<file path="src/rtl/pipeline_hazard_unit.sv">
// Pipeline hazard unit: load-use stall, EX operand forwarding, branch flush and halt/drain FSM.
// Optional statistics counters are built only when HAZARD_STATS_EN is defined.
module pipeline_hazard_unit #(
  parameter int unsigned DATA_W    = 16,
  parameter int unsigned RA_W      = 3,
  parameter int unsigned DRAIN_CYC = 3
) (
  input  logic              clk,
  input  logic              reset,
  input  logic              id_valid,
  input  logic              id_regwrite,
  input  logic              id_memread,
  input  logic              id_halt,
  input  logic              id_use_ra,
  input  logic              id_use_rb,
  input  logic [RA_W-1:0]   id_ra,
  input  logic [RA_W-1:0]   id_rb,
  input  logic [RA_W-1:0]   id_rd,
  input  logic              br_taken,
  input  logic              resume,
  input  logic [DATA_W-1:0] ex_a_rf,
  input  logic [DATA_W-1:0] ex_b_rf,
  input  logic [DATA_W-1:0] exmem_data,
  input  logic [DATA_W-1:0] memwb_data,
  output logic [DATA_W-1:0] ex_a,
  output logic [DATA_W-1:0] ex_b,
  output logic [1:0]        fwd_a,
  output logic [1:0]        fwd_b,
  output logic              pc_en,
  output logic              ifid_en,
  output logic              bubble_idex,
  output logic              flush_ifid,
  output logic              halted,
  output logic [15:0]       stall_cnt,
  output logic [15:0]       flush_cnt
);

  typedef enum logic [1:0] {StRun, StDrain, StHalted} state_e;

  localparam int unsigned CntW = (DRAIN_CYC > 1) ? $clog2(DRAIN_CYC) : 1;
  localparam logic [CntW-1:0] DrainLast = CntW'(DRAIN_CYC - 1);

  state_e          state_q, state_d;
  logic [CntW-1:0] drain_cnt_q, drain_cnt_d;

  logic            ex_valid_q, ex_regwrite_q, ex_memread_q;
  logic [RA_W-1:0] ex_ra_q, ex_rb_q, ex_rd_q;
  logic            mem_valid_q, mem_regwrite_q;
  logic [RA_W-1:0] mem_rd_q;
  logic            wb_valid_q, wb_regwrite_q;
  logic [RA_W-1:0] wb_rd_q;

  logic hazard, branch;

  assign hazard = ex_valid_q & ex_memread_q & id_valid &
                  ((id_use_ra & (id_ra == ex_rd_q)) | (id_use_rb & (id_rb == ex_rd_q)));
  assign branch = br_taken & ex_valid_q;

  always_comb begin
    state_d     = state_q;
    drain_cnt_d = drain_cnt_q;
    pc_en       = 1'b1;
    ifid_en     = 1'b1;
    bubble_idex = 1'b0;
    flush_ifid  = 1'b0;
    halted      = 1'b0;
    if (reset) begin
      pc_en       = 1'b0;
      ifid_en     = 1'b0;
      bubble_idex = 1'b1;
      flush_ifid  = 1'b1;
      state_d     = StRun;
      drain_cnt_d = '0;
    end else begin
      unique case (state_q)
        StRun: begin
          // A resolved branch squashes the younger ID instruction, so it overrides a stall.
          if (branch) begin
            flush_ifid  = 1'b1;
            bubble_idex = 1'b1;
          end else if (hazard) begin
            pc_en       = 1'b0;
            ifid_en     = 1'b0;
            bubble_idex = 1'b1;
          end else if (id_valid && id_halt) begin
            state_d     = StDrain;
            drain_cnt_d = '0;
          end
        end
        StDrain: begin
          if (branch) begin
            flush_ifid  = 1'b1;
            bubble_idex = 1'b1;
            state_d     = StRun;
            drain_cnt_d = '0;
          end else begin
            pc_en       = 1'b0;
            ifid_en     = 1'b0;
            bubble_idex = 1'b1;
            if (drain_cnt_q == DrainLast) begin
              state_d     = StHalted;
              drain_cnt_d = '0;
            end else begin
              drain_cnt_d = drain_cnt_q + CntW'(1);
            end
          end
        end
        StHalted: begin
          pc_en       = 1'b0;
          ifid_en     = 1'b0;
          bubble_idex = 1'b1;
          halted      = 1'b1;
          if (resume) state_d = StRun;
        end
        default: state_d = StRun;
      endcase
    end
  end

  always_ff @(posedge clk) begin
    if (reset) begin
      state_q     <= StRun;
      drain_cnt_q <= '0;
    end else begin
      state_q     <= state_d;
      drain_cnt_q <= drain_cnt_d;
    end
  end

  // Stage metadata; a bubble still loads the ID fields but marks the slot invalid.
  always_ff @(posedge clk) begin
    if (reset) begin
      ex_valid_q  <= 1'b0;
      mem_valid_q <= 1'b0;
      wb_valid_q  <= 1'b0;
    end else begin
      ex_valid_q  <= id_valid & ~bubble_idex;
      mem_valid_q <= ex_valid_q;
      wb_valid_q  <= mem_valid_q;
    end
    ex_regwrite_q  <= id_regwrite;
    ex_memread_q   <= id_memread;
    ex_ra_q        <= id_ra;
    ex_rb_q        <= id_rb;
    ex_rd_q        <= id_rd;
    mem_regwrite_q <= ex_regwrite_q;
    mem_rd_q       <= ex_rd_q;
    wb_regwrite_q  <= mem_regwrite_q;
    wb_rd_q        <= mem_rd_q;
  end

  always_comb begin
    fwd_a = 2'b00;
    fwd_b = 2'b00;
    if (mem_valid_q && mem_regwrite_q && (mem_rd_q == ex_ra_q)) fwd_a = 2'b01;
    else if (wb_valid_q && wb_regwrite_q && (wb_rd_q == ex_ra_q)) fwd_a = 2'b10;
    if (mem_valid_q && mem_regwrite_q && (mem_rd_q == ex_rb_q)) fwd_b = 2'b01;
    else if (wb_valid_q && wb_regwrite_q && (wb_rd_q == ex_rb_q)) fwd_b = 2'b10;
  end

  always_comb begin
    case (fwd_a)
      2'b01:   ex_a = exmem_data;
      2'b10:   ex_a = memwb_data;
      default: ex_a = ex_a_rf;
    endcase
    case (fwd_b)
      2'b01:   ex_b = exmem_data;
      2'b10:   ex_b = memwb_data;
      default: ex_b = ex_b_rf;
    endcase
  end

`ifdef HAZARD_STATS_EN
  logic        stall_ev, flush_ev;
  logic [15:0] stall_cnt_q, flush_cnt_q;

  assign stall_ev = ~reset & (state_q == StRun) & hazard & ~branch;
  assign flush_ev = ~reset & (state_q != StHalted) & branch;

  always_ff @(posedge clk) begin
    if (reset) begin
      stall_cnt_q <= '0;
      flush_cnt_q <= '0;
    end else begin
      if (stall_ev && (stall_cnt_q != 16'hFFFF)) stall_cnt_q <= stall_cnt_q + 16'd1;
      if (flush_ev && (flush_cnt_q != 16'hFFFF)) flush_cnt_q <= flush_cnt_q + 16'd1;
    end
  end

  assign stall_cnt = stall_cnt_q;
  assign flush_cnt = flush_cnt_q;
`else
  assign stall_cnt = '0;
  assign flush_cnt = '0;
`endif

endmodule

</file>
<file path="config.mk">
export PLATFORM = sky130hd
export DESIGN_NAME = pipeline_hazard_unit
export DESIGN_NICKNAME = d
export VERILOG_FILES = /design/src/rtl/pipeline_hazard_unit.sv
export SDC_FILE = /design/constraint.sdc
export NUM_CORES = 1
export LEC_CHECK = 0
export ABC_AREA = 1
export CORE_MARGIN = 2
export CORE_UTILIZATION = 37
export DETAILED_ROUTE_END_ITERATION = 10
export GPL_ROUTABILITY_DRIVEN = 0
export GPL_TIMING_DRIVEN = 0
export PLACE_DENSITY = 0.87
export SLEW_MARGIN = 10
export SYNTH_ARGS = -nofsm -noshare
export SYNTH_HDL_FRONTEND = slang
export SYNTH_SLANG_ARGS = --single-unit
</file>
<file path="constraint.sdc">
create_clock -name clk -period 3.6 [get_ports clk]
set_input_delay 1.08 -clock clk [delete_from_list [all_inputs] [get_ports clk]]
set_output_delay 1.08 -clock clk [all_outputs]
set_load 0.05 [all_outputs]
</file>
=== After elaboration in Yosys (flattened, before gate mapping) ===
Cells that the tools add are included.
Widths: inputs -> output; s select.

* Bits in registers: 26
* Input port bits: 83
* Output and inout bits: 73
* Word-level logic and storage cells: 87

* Add/subtract/negate cells: 1
* Equality and inequality tests: 18
* Mux-type cells: 32
* Bitwise operators: 9
* Reductions and logical operators: 13

{| class="wikitable"
|+ Operator list
! kind !! count
|-
| $pmux 16 s2 || 2
|-
| $mux 2 || 15
|-
| $eq 3x3->1 || 6
|-
| $mux 1 || 11
|-
| $eq 2x2->1 const B || 4
|-
| $ne 2x2->1 const B || 4
|-
| $and 1x1->1 || 7
|-
| $logic_and 1x1->1 || 7
|-
| $eq 2x1->1 const B || 3
|-
| $pmux 2 s3 || 1
|-
| $reduce_and 5->1 || 1
|-
| $pmux 2 s2 || 1
|-
| $reduce_and 4->1 || 1
|-
| $reduce_or 2->1 || 2
|-
| $ne 3x3->1 const B || 1
|-
| $pmux 1 s3 || 1
|-
| $add 2x1->2 const B || 1
|-
| $logic_not 2->1 || 1
|-
| $pmux 1 s2 || 1
|-
| $reduce_bool 2->1 || 1
|-
| $not 1->1 || 1
|-
| $or 1x1->1 || 1
|}

=== Logic depth before layout (Yosys ltp) ===
Gate-level depths: netlist of the first run.

* Depth in word-level cells: 10
* Depth in mapped cells: 11
* Mapped depth without buffers: 11

=== Least setup slack after synthesis of the first run ===
No wires, ideal clock.

* Kind: input-to-output
* Start point: in id_rb[0]
* End point: out pc_en
* Data arrival time: 2.647 ns
* Required time: 2.520 ns
* Setup slack: -0.127 ns
* Stages on the path: 10
* Path buffers: 1
* Cells stage by stage: inv_1 nand2_1 nand2_1 nor2_1 nand2_1 nand2_1 nand3_1 nand2_1 a31oi_1 buf_4

* Word-level cells in the longest chain between the ends: 8

{| class="wikitable"
|+ Ends and longest elaborated chain
! element !! RTL line !! text
|-
| start, declared || 17 || <nowiki>input logic [RA_W-1:0] id_rb,</nowiki>
|-
| $eq 3x3->1 || 56 || <nowiki>((id_use_ra & (id_ra == ex_rd_q)) | (id_use_rb & (id_rb == ex_rd_q)));</nowiki>
|-
| $and 1x1->1 || 56 ||
|-
| $or 1x1->1 || 56 ||
|-
| $and 1x1->1 || 55 || <nowiki>assign hazard = ex_valid_q & ex_memread_q & id_valid &</nowiki>
|-
| $mux 1 (2 in a row) || n/a ||
|-
| $pmux 1 s3 || n/a ||
|-
| $mux 1 || n/a ||
|-
| end, declared || 29 || <nowiki>output logic pc_en,</nowiki>
|}

Every way passes these cells.

=== Worst setup path after layout of the first run ===
* Start point: reg ex_rb_q[2]
* End point: out ex_b[12]

* Word-level cells in the longest chain between the ends: 6
* Elaborated cells between the ends (all ways): 9
* Those cells by class: 4 x eq/ne; 3 x mux; 2 x reduce/logical

{| class="wikitable"
|+ Ends and longest elaborated chain
! element !! RTL line !! text
|-
| start, declared || 47 || <nowiki>logic [RA_W-1:0] ex_ra_q, ex_rb_q, ex_rd_q;</nowiki>
|-
| start signal, assigned || 144 || <nowiki>ex_rb_q <= id_rb;</nowiki>
|-
| $eq 3x3->1 || 158 || <nowiki>else if (wb_valid_q && wb_regwrite_q && (wb_rd_q == ex_rb_q)) fwd_b = 2'b10;</nowiki>
|-
| $logic_and 1x1->1 || 158 ||
|-
| $mux 2 || 158 ||
|-
| $mux 2 (*) || 157 || <nowiki>if (mem_valid_q && mem_regwrite_q && (mem_rd_q == ex_rb_q)) fwd_b = 2'b01;</nowiki>
|-
| $eq 2x2->1 / $eq 2x1->1 (equally long branches) || 167 || <nowiki>case (fwd_b)</nowiki>
|-
| $pmux 16 s2 (*) || 167 ||
|-
| end, declared || 26 || <nowiki>output logic [DATA_W-1:0] ex_b,</nowiki>
|}

Mark *: on every way between the ends. The rest lies on a longest branch, timed or not.

==> metrics, run 1 <==
final setup TNS 0 ns; CP startpoint kind flip-flop; number of synthesized flops with an enable pin 0; type of the worst setup path flip-flop to output pin; Root Driver clkbuf_8; drt drc 0; total number of vias 2512; clock period minus worst slack around 3.5 ns; post-DR vias/cell 4.52; WL met1 about 2700 um; Post-Synth Adder-Cell Area 0.0240; Post-Synth XOR/XNOR Area 0.0379; #FFs+latches synth 26; part of the power in registers 0.268; P&R area growth vs syn 75.1%; clock network power share 0.179; Slew Limit Headroom 0.643; data required time of the worst path 2.52 ns; wire length on met2 3680 um; final wirelength 7060 um; routed wl met3 507 um; synthesized area per cell 6.47 um^2; fraction of layout cells with a size suffix above 1 0.176; most frequent cell after synthesis nand2_1; post-synth top area share 0.250; YS warnings 0; # fillers 486; Hold Crit Class flip-flop to flip-flop; CTS tree done; P_sw 0.573 mW; initial antenna violation count 0; post-synthesis simple-gate area fraction 0.460; Setup crit end kind output pin; routed len/inst 12.7 um; Final Slew Violations 0; Starting DRT DRC Count 92; final worst path period share 0.970; clock sink count 26; Initial Utilization 0.380; sequential area share after synthesis 0.250; Final #Nets around 570; Clock transition at path regs ~0.090 ns; vias in the first global route 2340; combinational group share of total power 0.554; Final ANT Viol Nets 0; worst setup margin 0.108 ns; highest routing layer actually used met4; Worst Path Max Fanout 10; peak supply drop 434 uV; Switching Fraction 0.435; post-place setup slack -0.618 ns; synth cell count leaders nand2_1 (111), nand3_1 (45), buf_4 (37); Fin Clk Skew approximately 0.0011 ns; largest net degree at the start of global routing 16; DRT Pass-1 Iters 4; wire length of the first global-routing pass 11000 um; post-synthesis cell type count 27; crit path DAT 2.41 ns; GR Overflow Total 0; die width 79.0 um; number of cell rows 27; Top Ports 156; Top FF cell, synth dfxtp_1; GRT Total Usage 0.215; DPL Wire Length ~5600 um; Max clock buf depth 2; Slew @ Worst Pin 0.537 ns; post-synthesis cell count 322; Internal Power 0.745 mW; max_cap viols 0; status finished, final reports clean; count of final hold-check violations 0; chip height 79.0 um; final setup vio count 0; CTS buffer count 3; clock latency on the worst-skew pair 0.26 ns; mux cell area share after synthesis 0; IO buf count 123; pwr dens approximately 360 mW/mm^2; area leader, netlist dfxtp_1; P_leak 1.93 nW; Core ar. 0.00547 mm^2; largest family of logic cells by synthesized area simple AND/OR/NAND/NOR gates; Synth area leaders dfxtp_1 (25%), nand2_1 (20%), buf_4 (13%); Synth Area in Compound Gates 0.0313; Die ar. between 0.006 and 0.007 mm^2; Max Fclk around 290 MHz; H-tree depth 1; mapped cell area 0.00208 mm^2; # diodes 0; Async S/R FF share, synth 0; CTS Hold Bufs 0
## what timing repair did
action                     4_1_cts  5_1_grt
pin swaps                        1        1
setup buffers                    4        0
gates resized for setup         50       24
setup endpoints to repair       31       14
## critical path: stages (launching register included)
cell	delay [ns]
dfxtp_1	0.36
xnor2_1	0.28
nand4_2	0.31
nor2_4	0.30
buf_4	0.22
nand2_1	0.07
nand3_1	0.08
dlygate4sd2_1	0.53
## final cells by class
type | count | area [um^2] | area share
Multi-Input combinational cell | 260 | 1300 | 0.356
Buffer | 40 | 307 | 0.0841
Clock buffer | 3 | 41.3 | 0.0113
Clock inverter | 1 | 30.0 | 0.00824
Sequential cell | 26 | 520 | 0.143
Tap cell | 72 | 90.1 | 0.0247
Inverter | 27 | 104 | 0.0285
Timing Repair Buffer | 127 | 1250 | 0.344
## power groups by stage
stage / Sequential [mW] / Clock (mW) / Combinational [mW]
after global placement: 0.355 / 0 / 0.694
after floorplan: 0.351 / 0 / 0.483
after detailed placement: 0.357 / 0 / 0.709
after CTS: 0.353 / 0.238 / 0.707
final: 0.353 / 0.236 / 0.729
after global routing: 0.359 / 0.254 / 0.789
## logic make-up (layout without fill, tap and decap cells)
family	Yosys count	in the layout
AO/OA/AOI/OAI	9	9
XOR/XNOR	9	9
adder cells (fa/ha/maj)	4	4
buffers and inverters	67	198
flip-flops	26	26
other	1	32
AND/OR/NAND/NOR	206	206
## worst paths after layout
| check | start | to | slack, ns | cells past startpoint |
|---|---|---|---|---|
| max | ex_rb_q[2]$_DFF_P_ | ex_b[12] | 0.11 | 7 |
| min | ex_regwrite_q$_DFF_P_ | mem_regwrite_q$_DFF_P_ | 0.34 | 0 |
| max reg2reg | state_q[1]$_SDFFE_PP0P_ | state_q[1]$_SDFFE_PP0P_ | 2.04 | 9 |
| min reg2reg | ex_regwrite_q$_DFF_P_ | mem_regwrite_q$_DFF_P_ | 0.34 | 0 |
## placed cells by master, fill, tap and decap left out, types with 2 or more instances in the layout
cell type        instances
buf_4                   41
dlygate4sd2_1           28
a21oi_1                  4
ha_1                     4
buf_2                    2
buf_6                    2
nor2_1                  21
dlymetal6s2s_1          12
buf_8                    2
nor2_4                   2
nand3_1                 44
xnor2_1                  5
conb_1                  32
nand2_1                109
nand3_2                 10
nand2_2                 13
clkdlybuf4s50_1         78
clkbuf_8                 3
xor2_1                   4
dfxtp_1                 26
inv_1                   25
nor3_1                   2
## layer usage
layer	GRT usage	up-vias
met4	0.0672	0
met1	0.258	1115
met2	0.393	112
met3	0.0307	14
li1	-	1271
met5	0	-
## sequential cells by signal, summed over array words and instances, names as in the netlist, 2 cells and up
name         cells
drain_cnt_q      2
ex_ra_q          3
ex_rb_q          3
ex_rd_q          3
mem_rd_q         3
state_q          2
wb_rd_q          3
## metrics by stage
step | instances | power, mW | utilization | instance area [um^2] | hold slack (ns)
after floorplan | 353 | 0.834 | - | 2200 | 0.310
after global placement | 548 | 1.05 | 0.644 | 3530 | 0.317
after detailed placement | 548 | 1.07 | 0.644 | 3530 | 0.315
after CTS | 556 | 1.30 | 0.656 | 3590 | 0.336
after global routing | 556 | 1.40 | 0.666 | 3650 | 0.355
final | 556 | 1.32 | 0.666 | 3650 | 0.339
Power figures use the tool's default switching activity.
==> run 2, diff against run 1 <==
--- a/config.mk
+++ b/config.mk
@@ -12,6 +12,7 @@
 export GPL_ROUTABILITY_DRIVEN = 0
 export GPL_TIMING_DRIVEN = 0
 export PLACE_DENSITY = 0.87
+export SKIP_CTS_REPAIR_TIMING = 1
 export SLEW_MARGIN = 10
 export SYNTH_ARGS = -nofsm -noshare
 export SYNTH_HDL_FRONTEND = slang
==> run 2 against run 1 <==
Global-route usage fell by 0.24 points. Clock skew rose by 0.0023 ns. Sequential power barely moved. Setup slack got worse by 0.025 ns. Via count did not move. Combinational power rose by 0.7%. First-iteration DRC count rose by 35%. Die area did not move. Final cell count fell by 0.54%. Register-to-register slack barely moved. Fmax fell by 0.71%.
==> metrics, run 2 (same netlist as run 1, synthesis figures left out) <==
final worst path period share 0.977 (+0.00692); H-tree depth 1 (unchanged); peak supply drop 421 uV (-3.0%); combinational group share of total power 0.554 (about the same); Final ANT Viol Nets 0 (unchanged); crit path buf inv count 3 (+1); Core ar. 0.00547 mm^2 (unchanged); Slew Limit Headroom 0.633 (-0.00990); Fin Clk Skew 0.00342 ns (+0.00235 ns); Worst Path Max Fanout 3 (-7); Internal Power 0.747 mW (+0.31%); initial antenna violation count 0 (unchanged); fraction of layout cells with a size suffix above 1 0.170 (-0.00514); drt drc 0 (unchanged); Post-Layout Cell Count 553 (-0.54%); Max clock buf depth 2 (unchanged); Die ar. 0.00624 mm^2 (unchanged); P&R area growth vs syn 79.4%; status finished, final reports clean; clock latency on the worst-skew pair 0.27 ns (about the same); count of final hold-check violations 0 (unchanged); P_leak 2.15 nW (+11%); commonest non-fill, non-tap cell in the layout nand2_1; pwr dens 354 mW/mm^2 (-2.0%); part of the power in registers 0.266 (-0.002); post-DR vias/cell 4.54 (+0.54%); P_sw 0.576 mW (+0.66%); # diodes 0 (unchanged); # fillers 457 (-6.0%); Root Driver clkbuf_8; Top Ports 156 (unchanged); grt met1 use 0.255 (-0.00349); critical-path cell list clkdlybuf4s50_1 -> nand2_1 -> nor2_1 -> nand3_2 -> nand2_2 -> a31oi_4 -> buf_4 -> buf_8; Initial Utilization 0.380 (unchanged); GR Util met3 0.0273 (-0.00341); Hold Crit Class flip-flop to flip-flop; number of cell rows 27 (unchanged); Final #Nets 569 (-0.52%); Most Used Layer, Global Route met2; GRT Total Usage 0.213 (-0.00239); Starting DRT DRC Count 124 (+35%); CTS tree done; wire length of the first global-routing pass 10900 um (-0.89%); routed len/inst 13.2 um (+3.6%); Max Fclk 284 MHz (-0.71%); die width 79.0 um (unchanged); CP startpoint kind primary input; final wirelength 7280 um (+3.0%); max_cap viols 0 (unchanged); commonest non-fill, non-tap cells in the layout nand2_1 (109), clkdlybuf4s50_1 (78), nand3_1 (43); Final Slew Violations 0 (unchanged); CTS buffer count 3 (unchanged); GR Overflow Total 0 (unchanged); clock period minus worst slack 3.52 ns (+0.0249 ns); final setup vio count 0 (unchanged); clock sink count 26 (unchanged); Setup crit end kind output pin; largest net degree at the start of global routing 16 (unchanged); Critical Path Max Stage Delay 0.51 ns (-0.02 ns); Switching Fraction 0.435 (+0.000852); DPL Wire Length 5560 um (unchanged); IO buf count 123 (unchanged); Crit path max-delay family buffers and inverters; data required time of the worst path 2.52 ns (about the same); Slew @ Worst Pin 0.549 ns (+0.0119 ns); placed cells 548 (unchanged); vias in the first global route 2323 (-0.73%); clock network power share 0.180 (about the same); type of the worst setup path primary input to output pin; crit path max-delay cell type clkdlybuf4s50_1; final setup TNS 0 ns (unchanged); grt met2 use 0.390 (-0.00339); total number of vias 2512 (unchanged); chip height 79.0 um (unchanged); Clock transition at path regs 0.09 ns (about the same); Final Util 0.683 (+0.0165); DRT Pass-1 Iters 4 (unchanged); flop2flop setup slack 2.04 ns (about the same); crit path DAT 2.44 ns (+0.03 ns)
## run 2: worst reg2reg max path, cell delays in order, from the launching register on
cell and delay [ns]:
dfxtp_1 0.36, inv_1 0.08, ha_1 0.28, inv_1 0.10, a21oi_1 0.05, nor3_1 0.24
nand3_1 0.17, nor2_1 0.12, nor2_1 0.05
## run 2: per-layer routing
| layer | vias to the layer above | part of all wire |
|---|---|---|
| met2 | 111 | 0.51 |
| li1 | 1268 | - |
| met4 | 0 | 0.020 |
| met3 | 12 | 0.083 |
| met5 | - | 0 |
| met1 | 1121 | 0.39 |
## run 2: worst paths after layout
kind,startpoint,end,depth (start not counted)
max,id_valid,pc_en,8
min,ex_regwrite_q$_DFF_P_,mem_regwrite_q$_DFF_P_,0
max reg2reg,state_q[0]$_SDFFE_PP0P_,state_q[1]$_SDFFE_PP0P_,8
min reg2reg,ex_regwrite_q$_DFF_P_,mem_regwrite_q$_DFF_P_,0
## run 2: final cells by class
cell class / instances / area (um^2) / area share
clock buffer: 3 / 41.3 / 0.0111
buffer: 40 / 303 / 0.0810
multi-input combinational: 260 / 1300 / 0.348
timing repair buffer: 124 / 1350 / 0.360
tap: 72 / 90.1 / 0.0241
clock inverter: 1 / 30.0 / 0.00804
sequential: 26 / 520 / 0.139
inverter: 27 / 104 / 0.0278
## run 2: power by group through the flow
stage	Sequential, mW	Clock (mW)	Combinational [mW]
2_1_floorplan	0.351	0	0.483
3_3_place_gp	0.355	0	0.694
3_5_place_dp	0.357	0	0.709
4_1_cts	0.353	0.238	0.720
5_1_grt	0.358	0.254	0.791
6_report	0.352	0.238	0.734
## run 2: per-stage QoR
step                      worst slack [ns]  instance area [um^2]  total power [mW]  hold slack (ns)
after global routing               -0.0304                  3740              1.40            0.355
after CTS                           -0.653                  3600              1.31            0.336
after floorplan                      0.209                  2200             0.834            0.310
after detailed placement            -0.618                  3530              1.07            0.315
after global placement              -0.604                  3530              1.05            0.317
final                               0.0826                  3740              1.32            0.336
